## src/rtl/hazard_controller.sv

```systemverilog
// -----------------------------------------------------------------------------
// hazard_controller
//   Pipeline hazard sequencer for the IF/ID/EX front end. It works with the
//   operand forwarding network and does three things:
//     - detects load-use hazards that forwarding cannot cover, and inserts
//       exactly one bubble for each one;
//     - holds the pipe while a multi-cycle EX op (mul/div) is running, with a
//       watchdog that forces a release if the op never completes;
//     - flushes IF-ID and ID-EX when EX resolves a taken branch or jump.
//   Stall and flush outputs are combinational and act in the same cycle.
//   mc_busy_o and mc_timeout_o are registered.
//
// Optional feature: define HAZARD_PERF_EN to add two performance counters,
//   perf_stall_cycles_o and perf_flushes_o.
//
// State table
//   state   | meaning
//   RUN     | normal flow: branch flush, mc start, or load-use bubble
//   MC_WAIT | pipe frozen until mc_done_i arrives or the watchdog expires
//
// Ports
//   clk, rst_n            core clock; asynchronous active-low reset
//   id_rs1/rs2_addr_i     source registers of the instruction in ID
//   id_uses_rs1/rs2_i     the instruction in ID reads rs1 / rs2
//   ex_mem_read_i         the instruction in EX is a load
//   ex_rd_addr_i          destination register of the instruction in EX
//   ex_mc_start_i         first EX cycle of a multi-cycle op
//   mc_done_i             multi-cycle result valid (1-cycle pulse)
//   ex_branch_taken_i     EX resolved a taken branch or jump
//   stall_if/id/ex_o      hold PC+IF-ID / ID-EX / EX-MEM
//   flush_id_o            clear IF-ID to NOP
//   flush_ex_o            clear ID-EX to NOP (bubble)
//   mc_busy_o             registered: FSM is in MC_WAIT
//   mc_timeout_o          registered 1-cycle pulse: watchdog expired
//   perf_stall_cycles_o   (HAZARD_PERF_EN) number of cycles with stall_if high
//   perf_flushes_o        (HAZARD_PERF_EN) number of cycles with flush_id high
// -----------------------------------------------------------------------------
module hazard_controller #(
    parameter int MC_TIMEOUT = 40
) (
    input  logic        clk,
    input  logic        rst_n,
    input  logic [4:0]  id_rs1_addr_i,
    input  logic [4:0]  id_rs2_addr_i,
    input  logic        id_uses_rs1_i,
    input  logic        id_uses_rs2_i,
    input  logic        ex_mem_read_i,
    input  logic [4:0]  ex_rd_addr_i,
    input  logic        ex_mc_start_i,
    input  logic        mc_done_i,
    input  logic        ex_branch_taken_i,
    output logic        stall_if_o,
    output logic        stall_id_o,
    output logic        stall_ex_o,
    output logic        flush_id_o,
    output logic        flush_ex_o,
    output logic        mc_busy_o,
`ifdef HAZARD_PERF_EN
    output logic        mc_timeout_o,
    output logic [31:0] perf_stall_cycles_o,
    output logic [31:0] perf_flushes_o
`else
    output logic        mc_timeout_o
`endif
);

    localparam int CNT_W = $clog2(MC_TIMEOUT + 1);

    typedef enum logic {
        RUN     = 1'b0,
        MC_WAIT = 1'b1
    } state_t;

    state_t             state_q, state_d;
    logic [CNT_W-1:0]   cnt_q, cnt_d;
    logic               busy_q, busy_d;
    logic               timeout_q, timeout_d;

    logic               load_use;
    logic               stall_if_c, stall_id_c, stall_ex_c, flush_id_c, flush_ex_c;

    // An x0 destination is never a real hazard, because x0 is hard-wired to zero.
    assign load_use = ex_mem_read_i && (ex_rd_addr_i != 5'd0) &&
                      ((id_uses_rs1_i && (id_rs1_addr_i == ex_rd_addr_i)) ||
                       (id_uses_rs2_i && (id_rs2_addr_i == ex_rd_addr_i)));

    always_ff @(posedge clk or negedge rst_n) begin
        if (!rst_n) begin
            state_q   <= RUN;
            cnt_q     <= '0;
            busy_q    <= 1'b0;
            timeout_q <= 1'b0;
        end else begin
            state_q   <= state_d;
            cnt_q     <= cnt_d;
            busy_q    <= busy_d;
            timeout_q <= timeout_d;
        end
    end

    always_comb begin
        state_d    = state_q;
        cnt_d      = cnt_q;
        busy_d     = busy_q;
        timeout_d  = 1'b0;
        stall_if_c = 1'b0;
        stall_id_c = 1'b0;
        stall_ex_c = 1'b0;
        flush_id_c = 1'b0;
        flush_ex_c = 1'b0;
        case (state_q)
            RUN: begin
                busy_d = 1'b0;
                if (ex_branch_taken_i) begin
                    // The wrong-path mc op or load is squashed, so it causes no stall.
                    flush_id_c = 1'b1;
                    flush_ex_c = 1'b1;
                end else if (ex_mc_start_i) begin
                    stall_if_c = 1'b1;
                    stall_id_c = 1'b1;
                    stall_ex_c = 1'b1;
                    // If the op finishes in its first cycle, the pipe is released
                    // next cycle without entering MC_WAIT.
                    if (!mc_done_i) begin
                        state_d = MC_WAIT;
                        cnt_d   = CNT_W'(MC_TIMEOUT - 1);
                        busy_d  = 1'b1;
                    end
                end else if (load_use) begin
                    stall_if_c = 1'b1;
                    stall_id_c = 1'b1;
                    flush_ex_c = 1'b1;
                end
            end
            MC_WAIT: begin
                // The pipe stays frozen in the mc_done cycle too. The stall is
                // released on the following cycle.
                stall_if_c = 1'b1;
                stall_id_c = 1'b1;
                stall_ex_c = 1'b1;
                if (mc_done_i) begin
                    state_d = RUN;
                    busy_d  = 1'b0;
                end else if (cnt_q == '0) begin
                    state_d   = RUN;
                    busy_d    = 1'b0;
                    timeout_d = 1'b1;
                end else begin
                    cnt_d = cnt_q - CNT_W'(1);
                end
            end
            default: begin
                state_d = RUN;
                busy_d  = 1'b0;
            end
        endcase
    end

    // Gating with rst_n holds every combinational output low during reset.
    assign stall_if_o   = rst_n & stall_if_c;
    assign stall_id_o   = rst_n & stall_id_c;
    assign stall_ex_o   = rst_n & stall_ex_c;
    assign flush_id_o   = rst_n & flush_id_c;
    assign flush_ex_o   = rst_n & flush_ex_c;
    assign mc_busy_o    = busy_q;
    assign mc_timeout_o = timeout_q;

`ifdef HAZARD_PERF_EN
    logic [31:0] perf_stall_q, perf_flush_q;

    // Both counters wrap naturally at 2^32.
    always_ff @(posedge clk or negedge rst_n) begin
        if (!rst_n) begin
            perf_stall_q <= '0;
            perf_flush_q <= '0;
        end else begin
            if (stall_if_o) perf_stall_q <= perf_stall_q + 32'd1;
            if (flush_id_o) perf_flush_q <= perf_flush_q + 32'd1;
        end
    end

    assign perf_stall_cycles_o = perf_stall_q;
    assign perf_flushes_o      = perf_flush_q;
`endif

endmodule

```

## config.mk

```make
export PLATFORM = sky130hd
export DESIGN_NAME = hazard_controller
export DESIGN_NICKNAME = d
export VERILOG_FILES = /design/src/rtl/hazard_controller.sv
export SDC_FILE = /design/constraint.sdc
export NUM_CORES = 1
export LEC_CHECK = 0
export ABC_AREA = 1
export BUFFER_PORTS_ARGS = -buffer_cell sky130_fd_sc_hd__clkbuf_2
export CORE_MARGIN = 5
export CORE_UTILIZATION = 46
export CTS_CLUSTER_SIZE = 10
export DETAILED_ROUTE_END_ITERATION = 12
export PLACE_DENSITY = 0.77
export SYNTH_ARGS = -nofsm -noshare
export SYNTH_HDL_FRONTEND = slang
export SYNTH_SLANG_ARGS = --single-unit
```

## constraint.sdc

```tcl
create_clock -name clk -period 1.44 [get_ports clk]
set_input_delay 0.072 -clock clk [delete_from_list [all_inputs] [get_ports clk]]
set_output_delay 0.072 -clock clk [all_outputs]
set_load 0.01 [all_outputs]
```

Word-level counts from Yosys, hierarchy flattened
Index checks and enable logic that the tools add are counted. Widths: inputs -> output; s select.

Add/subtract/negate cells: 1. Eq/ne operators: 8. Muxes and demuxes: 30. Bitwise operators: 5. Reductions and logical operators: 8.

Operators with widths (number): $mux 6 (5); $mux 1 (20); $pmux 6 s2 (1); $eq 5x5->1 (2); $ne 2x2->1 const B (5); $pmux 1 s2 (4); $logic_not 6->1 (1); $sub 6x1->6 const B (1); $reduce_and 5->1 (1); $reduce_bool 5->1 (1); $and 1x1->1 (4); $logic_and 1x1->1 (4); $ne 3x2->1 const B (1); $logic_or 1x1->1 (1); $not 1->1 (1).

Register bits: 9. Input port bits: 23. Output and inout bits: 7.

Longest topological paths before layout
Gate-level depths: netlist of the first run.

Word-level depth: 9. Mapped depth: 9. Mapped depth without buffers: 8.

Least setup slack after synthesis of the first run
OpenSTA, ideal clock, no wires.

Path type: register to register. Start: reg cnt_q[0]. End: reg cnt_q[5]. Setup time: 0.125 ns. Arrival time: 1.144 ns. Required time: 1.315 ns. Setup slack: 0.171 ns. Cell stages (with the launch flop): 9. Path buffers: 1. Clock period less this slack: 1.269 ns. Path through: dfrtp_1 -> inv_1 -> ha_1 -> nand4_1 -> nand2_1 -> nand2_2 -> buf_6 -> o21ai_0 -> o21ai_1.

Longest elaborated chain between the ends: 4. Elaborated cells on any way between the ends: 7.

RTL lines: from (decl) (line 75) `logic [CNT_W-1:0] cnt_q, cnt_d;`; from (signal assigned) (line 95) `cnt_q <= cnt_d;`; $sub 6x1->6 (line 149) `cnt_d = cnt_q - CNT_W'(1);`; $mux 6 (line 144) `end else if (cnt_q == '0) begin`; $mux 6 (line 141) `if (mc_done_i) begin`; $pmux 6 s2 (line 111) `case (state_q)`.

Several ways; a longest one is shown, not always the timed one. The select of a mux whose other input is x is not followed. A chain may end at the register's enable or synchronous reset.

Final worst setup path of the first run
Start: reg state_q. End: out flush_ex_o.

Longest elaborated chain between the ends: 2.

RTL lines: from (decl) (line 74) `state_t state_q, state_d;`; from (signal assigned) (line 94) `state_q <= state_d;`; $mux 1 (line 111); $and 1x1->1 (line 164) `assign flush_ex_o = rst_n & flush_ex_c;`; to (decl) (line 56) `output logic flush_ex_o,`.

Every way passes these cells.

==> metrics.txt, run 1 <==
post-synthesis cell count=121; max-slew violations=0; clock sink total=9; H-tree Lvls=1; kind of critical path=flop to output pin; reg-to-reg critical path startpoint=cnt_q[0]; Mean Syn Cell Area=5.99 sq um; overall routed net length=1.76 mm; Die Span Y=49.7 um; core area=1510 sq um; HP Class=input pin to flop; Ys Warns=0; crit path DAT=1.26 ns; Post-DP Area=871 sq um; drc violations=0; worst vdd ir=529 uV; Setup violations, final=0; top post-synthesis cells by area=dfrtp_1, nand2_1, inv_1; die span in x=49.7 um; ys async rst share=100%; outcome=completed; CP required=1.37 ns; # fillers=147; crit end category=output pin; WL/cell=10.3 um; max_slew headroom=71.7%; HP Start=ex_mc_start_i; nets@finish=180; area fraction of the dominant cell type after synthesis=31.1%; crit path time final=1.33 ns; register area=226 sq um; largest net degree at the start of global routing=13; Hold Path Depth=3; skew final=0.00176 ns; Yosys cell types=17; Final period util=92.4%; Worst Setup Start Kind=flop; Clock Path Buffers=2; cell depth of the worst flop-to-flop path=7; count leader, synth=nand2_1; Global Route Usage Sum=15.1%; final hold vios=0; full die area=2470 sq um; root buffer cell=clkbuf_4; setup_tns=0 ns; CTS tree=done; number of buffers created by CTS=3; Slowest Stage Delay on Critical Path=0.46 ns; FF-to-FF End=cnt_q[0]; Post-synth top cells=nand2_1, inv_1, nor2_1; Cell Area, Synth=724 sq um; gpl congestion=0.875; critical path peak fanout=7; Max Cap Viol=0; first-pass GRT wire length=2.95 mm; clk slew on worst S/H paths=0.06 ns; final non-filler cell area=926 sq um; Yosys top cell by area=dfrtp_1; effective utilization at floorplan=48.1%; Multi-input gate area=398 sq um; total number of vias=831; remaining global-route overflow=0; worst-margin pin slew=0.424 ns; I/O Pins=30; diodes inserted=0; P per Cell Area=888 nW/um^2; DP Wirelength=1.41 mm; DRT antenna net count=0; Post-synth EDFFs=0; Clk Latency, worst-skew pair=0.27 ns; Synth-to-Final Area Change=27.8%; I/O Buffers=29; vias in the first global route=731; Yosys reg bits=9; Fmax achieved=752 MHz; drt pass-1 iters=4; leakage power=0.000587 uW; slowest cell on the critical path=dfrtp_2; R2R setup slack=0.11 ns; Starting DRT DRC Count=9; RSZ-0062 raised after global routing=no; Power Total=822 uW; Most used DFF post-synth=dfrtp_1; Net Count, Synth=146; Worst Hold Endpoint=mc_busy_o; initial antenna violation count=0; row count=14; number of vias per cell=4.89; crit-path cells=nor2_2 > nand2_1 > o21ai_0 > clkbuf_2; Seq/Total Area, Yosys=31.1%; layout cells sized above 1=26.0%
-- routing by layer --
layer	global-route usage, %	vias up	part of all wire [%]
li1	-	440	-
met1	17.1	360	43
met2	25.2	27	47
met3	5.42	4	8.2
met4	6.55	0	2.0
met5	0	-	0
-- how the worst max path moves through the flow --
stage,start,cells after the start,end
global placement,cnt_q[0],7,cnt_q[0]
floorplan,cnt_q[0],8,cnt_q[5]
global route,cnt_q[0],7,cnt_q[0]
detailed placement,cnt_q[0],7,cnt_q[0]
finish,state_q,4,flush_ex_o
CTS,cnt_q[0],7,cnt_q[0]
-- through the flow --
step | setup WS [ns] | hold slack, ns | cells | util (%)
6_report | 0.109 | 0.216 | 170 | 61.5
2_1_floorplan | 0.171 | -0.224 | 121 | -
3_5_place_dp | 0.0450 | -0.0397 | 164 | 57.8
5_1_grt | 0.00137 | 0.239 | 170 | 61.5
4_1_cts | 0.0346 | 0.168 | 170 | 60.9
3_3_place_gp | 0.133 | -0.0450 | 164 | 57.8
-- sequential cells by signal (all words and copies together) (netlist names) --
signal,cells
mc_timeout_o,1
state_q,1
cnt_q,6
mc_busy_o,1
-- worst max-delay path, delay by kind of cell (launching register included) --
kind                   cells  cell delay (ns)
buffers and inverters      1             0.16
AND/OR/NAND/NOR            2             0.22
AO/OA/AOI/OAI              1             0.15
flip-flops                 1             0.46
-- cells in the final DEF, fill, tap and decap left out, types with 4 or more instances in the layout --
cell type | netlist | layout
clkbuf_2 | 0 | 29
dfrtp_1 | 9 | 8
inv_1 | 23 | 22
nand2_1 | 41 | 41
nand3_1 | 8 | 8
nand4_1 | 4 | 4
nor2_1 | 14 | 13
nor2_2 | 3 | 4
o21ai_0 | 5 | 5
o21ai_1 | 4 | 4
-- cell families (layout without fill, tap and decap cells) --
group	Yosys count	after routing	share of synthesized area [%]
AND/OR/NAND/NOR	72	72	41.6
buffers and inverters	26	59	15.0
AO/OA/AOI/OAI	11	11	7.60
flip-flops	9	9	31.1
adder cells (fa/ha/maj)	2	2	3.45
XOR/XNOR	1	1	1.21
-- layout make-up --
cell class / count / area share, %
Multi-Input combinational cell: 86 / 43.0
Inverter: 24 / 9.73
Clock buffer: 4 / 2.84
Tap cell: 16 / 2.16
Sequential cell: 9 / 24.5
Timing Repair Buffer: 31 / 17.8
-- report_power, final --
part | internal (uW) | switching, uW | total [uW]
Combinational | 112 | 169 | 281
Sequential | 297 | 38.1 | 335
Clock | 107 | 98.2 | 206
Total | 517 | 305 | 822
-- what timing repair did --
action	4_1_cts	5_1_grt
setup buffers	0	0
gates resized for setup	0	4
endpoints found under the hold margin	10	0
hold buffers	2	0
setup endpoints to repair	0	7
Power figures use the tool's default switching activity.
==> run 2: changes to the inputs <==
--- a/config.mk
+++ b/config.mk
@@ -12,6 +12,7 @@
 export CTS_CLUSTER_SIZE = 10
 export DETAILED_ROUTE_END_ITERATION = 12
 export PLACE_DENSITY = 0.77
+export RECOVER_POWER = 50
 export SYNTH_ARGS = -nofsm -noshare
 export SYNTH_HDL_FRONTEND = slang
 export SYNTH_SLANG_ARGS = --single-unit
==> run 2 against run 1 <==
Against the previous run: maximum frequency fell by 0.13%; first-iteration DRC count rose by 11%; register-to-register slack hardly changed; critical path depth stayed put; worst hold slack better by 0.0036 ns; setup slack got worse by 0.0017 ns; design area shrank 0.41%; total power about the same; clock-buffer cell count stayed put; clock power about the same; critical endpoint unchanged.
==> metrics.txt, run 2 (same netlist as run 1, synthesis figures left out) <==
commonest non-fill, non-tap cell in the layout=nand2_1; I/O Pins=30; Starting DRT DRC Count=10; Most flops, register=cnt_q; final setup margin=0.108 ns; HP Class=input pin to flop; clk slew on worst S/H paths=0.06 ns; row count=14; worst vdd ir=529 uV; full die area=2470 sq um; kind of critical path=flop to output pin; I/O Buffers=29; root buffer cell=clkbuf_4; # fillers=147; drt pass-1 iters=4; cell depth of the worst flop-to-flop path=7; CP required=1.37 ns; crit end category=output pin; commonest cells after routing, fill and taps aside=nand2_1, clkbuf_2, inv_1; effective utilization at floorplan=48.1%; initial antenna violation count=0; DP Wirelength=1.41 mm; total number of vias=831; crit path time final=1.33 ns; largest net degree at the start of global routing=13; Hold Path Depth=3; nets@finish=180; max reg flops=6; setup bufs post-CTS=0; overall routed net length=1.77 mm; DRT antenna net count=0; Setup violations, final=0; remaining global-route overflow=0; number of vias per cell=4.89; critical path peak fanout=7; final non-filler cell area=922 sq um; Synth-to-Final Area Change=27.3%; Clock Path Buffers=2; H-tree Lvls=1; WP buf/inv=1; layout cells sized above 1=24.0%; max_slew headroom=71.6%; leakage power=0.000577 uW; HP Start=ex_mc_start_i; crit path DAT=1.26 ns; slowest cell on the critical path=dfrtp_2; worst-margin pin slew=0.425 ns; reg-to-reg critical path startpoint=cnt_q[0]; gpl congestion=0.875; skew final=0.00153 ns; Die Span Y=49.7 um; Worst Hold Endpoint=mc_busy_o; Clk Latency, worst-skew pair=0.27 ns; FF-to-FF End=cnt_q[0]; pre-CTS setup slack=0.0450 ns; die span in x=49.7 um; Final period util=92.5%; outcome=completed; clock sink total=9; Fmax achieved=751 MHz; max-slew violations=0; vias in the first global route=731; P per Cell Area=891 nW/um^2; setup_tns=0 ns; number of buffers created by CTS=3; R2R setup slack=0.11 ns; RSZ-0062 raised after global routing=no; Global Route Usage Sum=15.1%; first-pass GRT wire length=2.95 mm; WL/cell=10.4 um; Max Cap Viol=0; Slowest Stage Delay on Critical Path=0.46 ns; Post-DP Area=871 sq um; crit-path leading delay family=flip-flops; final hold vios=0; Worst Setup Start Kind=flop; CTS tree=done; core area=1510 sq um; crit-path cells=nor2_2 > nand2_1 > o21ai_0 > clkbuf_2; diodes inserted=0; drc violations=0
-- run 2: layer usage --
layer,global-route usage [%],routed length (um),up-vias
met2,25.2,834,24
met5,0,0,-
met1,17.1,765,364
met4,6.55,34,0
met3,5.42,133,4
li1,-,-,439
-- run 2: how the worst max path moves through the flow --
stage | from | end | slack [ns] | cells past startpoint
after floorplan | cnt_q[0] | cnt_q[5] | 0.17 | 8
after global placement | cnt_q[0] | cnt_q[0] | 0.13 | 7
after detailed placement | cnt_q[0] | cnt_q[0] | 0.04 | 7
after CTS | cnt_q[0] | cnt_q[0] | 0.03 | 7
after global routing | cnt_q[0] | cnt_q[0] | 0.001 | 7
final | state_q | flush_ex_o | 0.11 | 4
-- run 2: cell type report --
class                      instances  area [sq um]  area share, %
sequential                         9           226           24.6
clock buffer                       4          26.3           2.85
tap                               16          20.0           2.17
multi-input combinational         86           398           43.1
timing repair buffer              31           161           17.5
inverter                          24          90.1           9.77
-- run 2: through the flow --
step / std cells / total power (uW) / hold WS [ns] / utilization [%]
final: 170 / 822 / 0.220 / 61.2
after global routing: 170 / 887 / 0.239 / 61.2
after CTS: 170 / 820 / 0.168 / 60.9
after detailed placement: 164 / 610 / -0.0397 / 57.8
after global placement: 164 / 595 / -0.0450 / 57.8
after floorplan: 121 / 521 / -0.224 / -
-- run 2: power by group --
part / switching (uW) / internal [uW]
logic: 169 / 111
registers: 38.0 / 297
clock network: 98.3 / 107
-- run 2: worst min-delay path: stages --
cell	delay [ns]
clkbuf_2	0.10
nand3_1	0.20
nand2_1	0.08
-- run 2: what timing repair did --
item,4_1_cts,5_1_grt
gates resized for setup,0,4
endpoints found under the hold margin,10,0
hold buffers,2,0
setup endpoints to repair,0,7
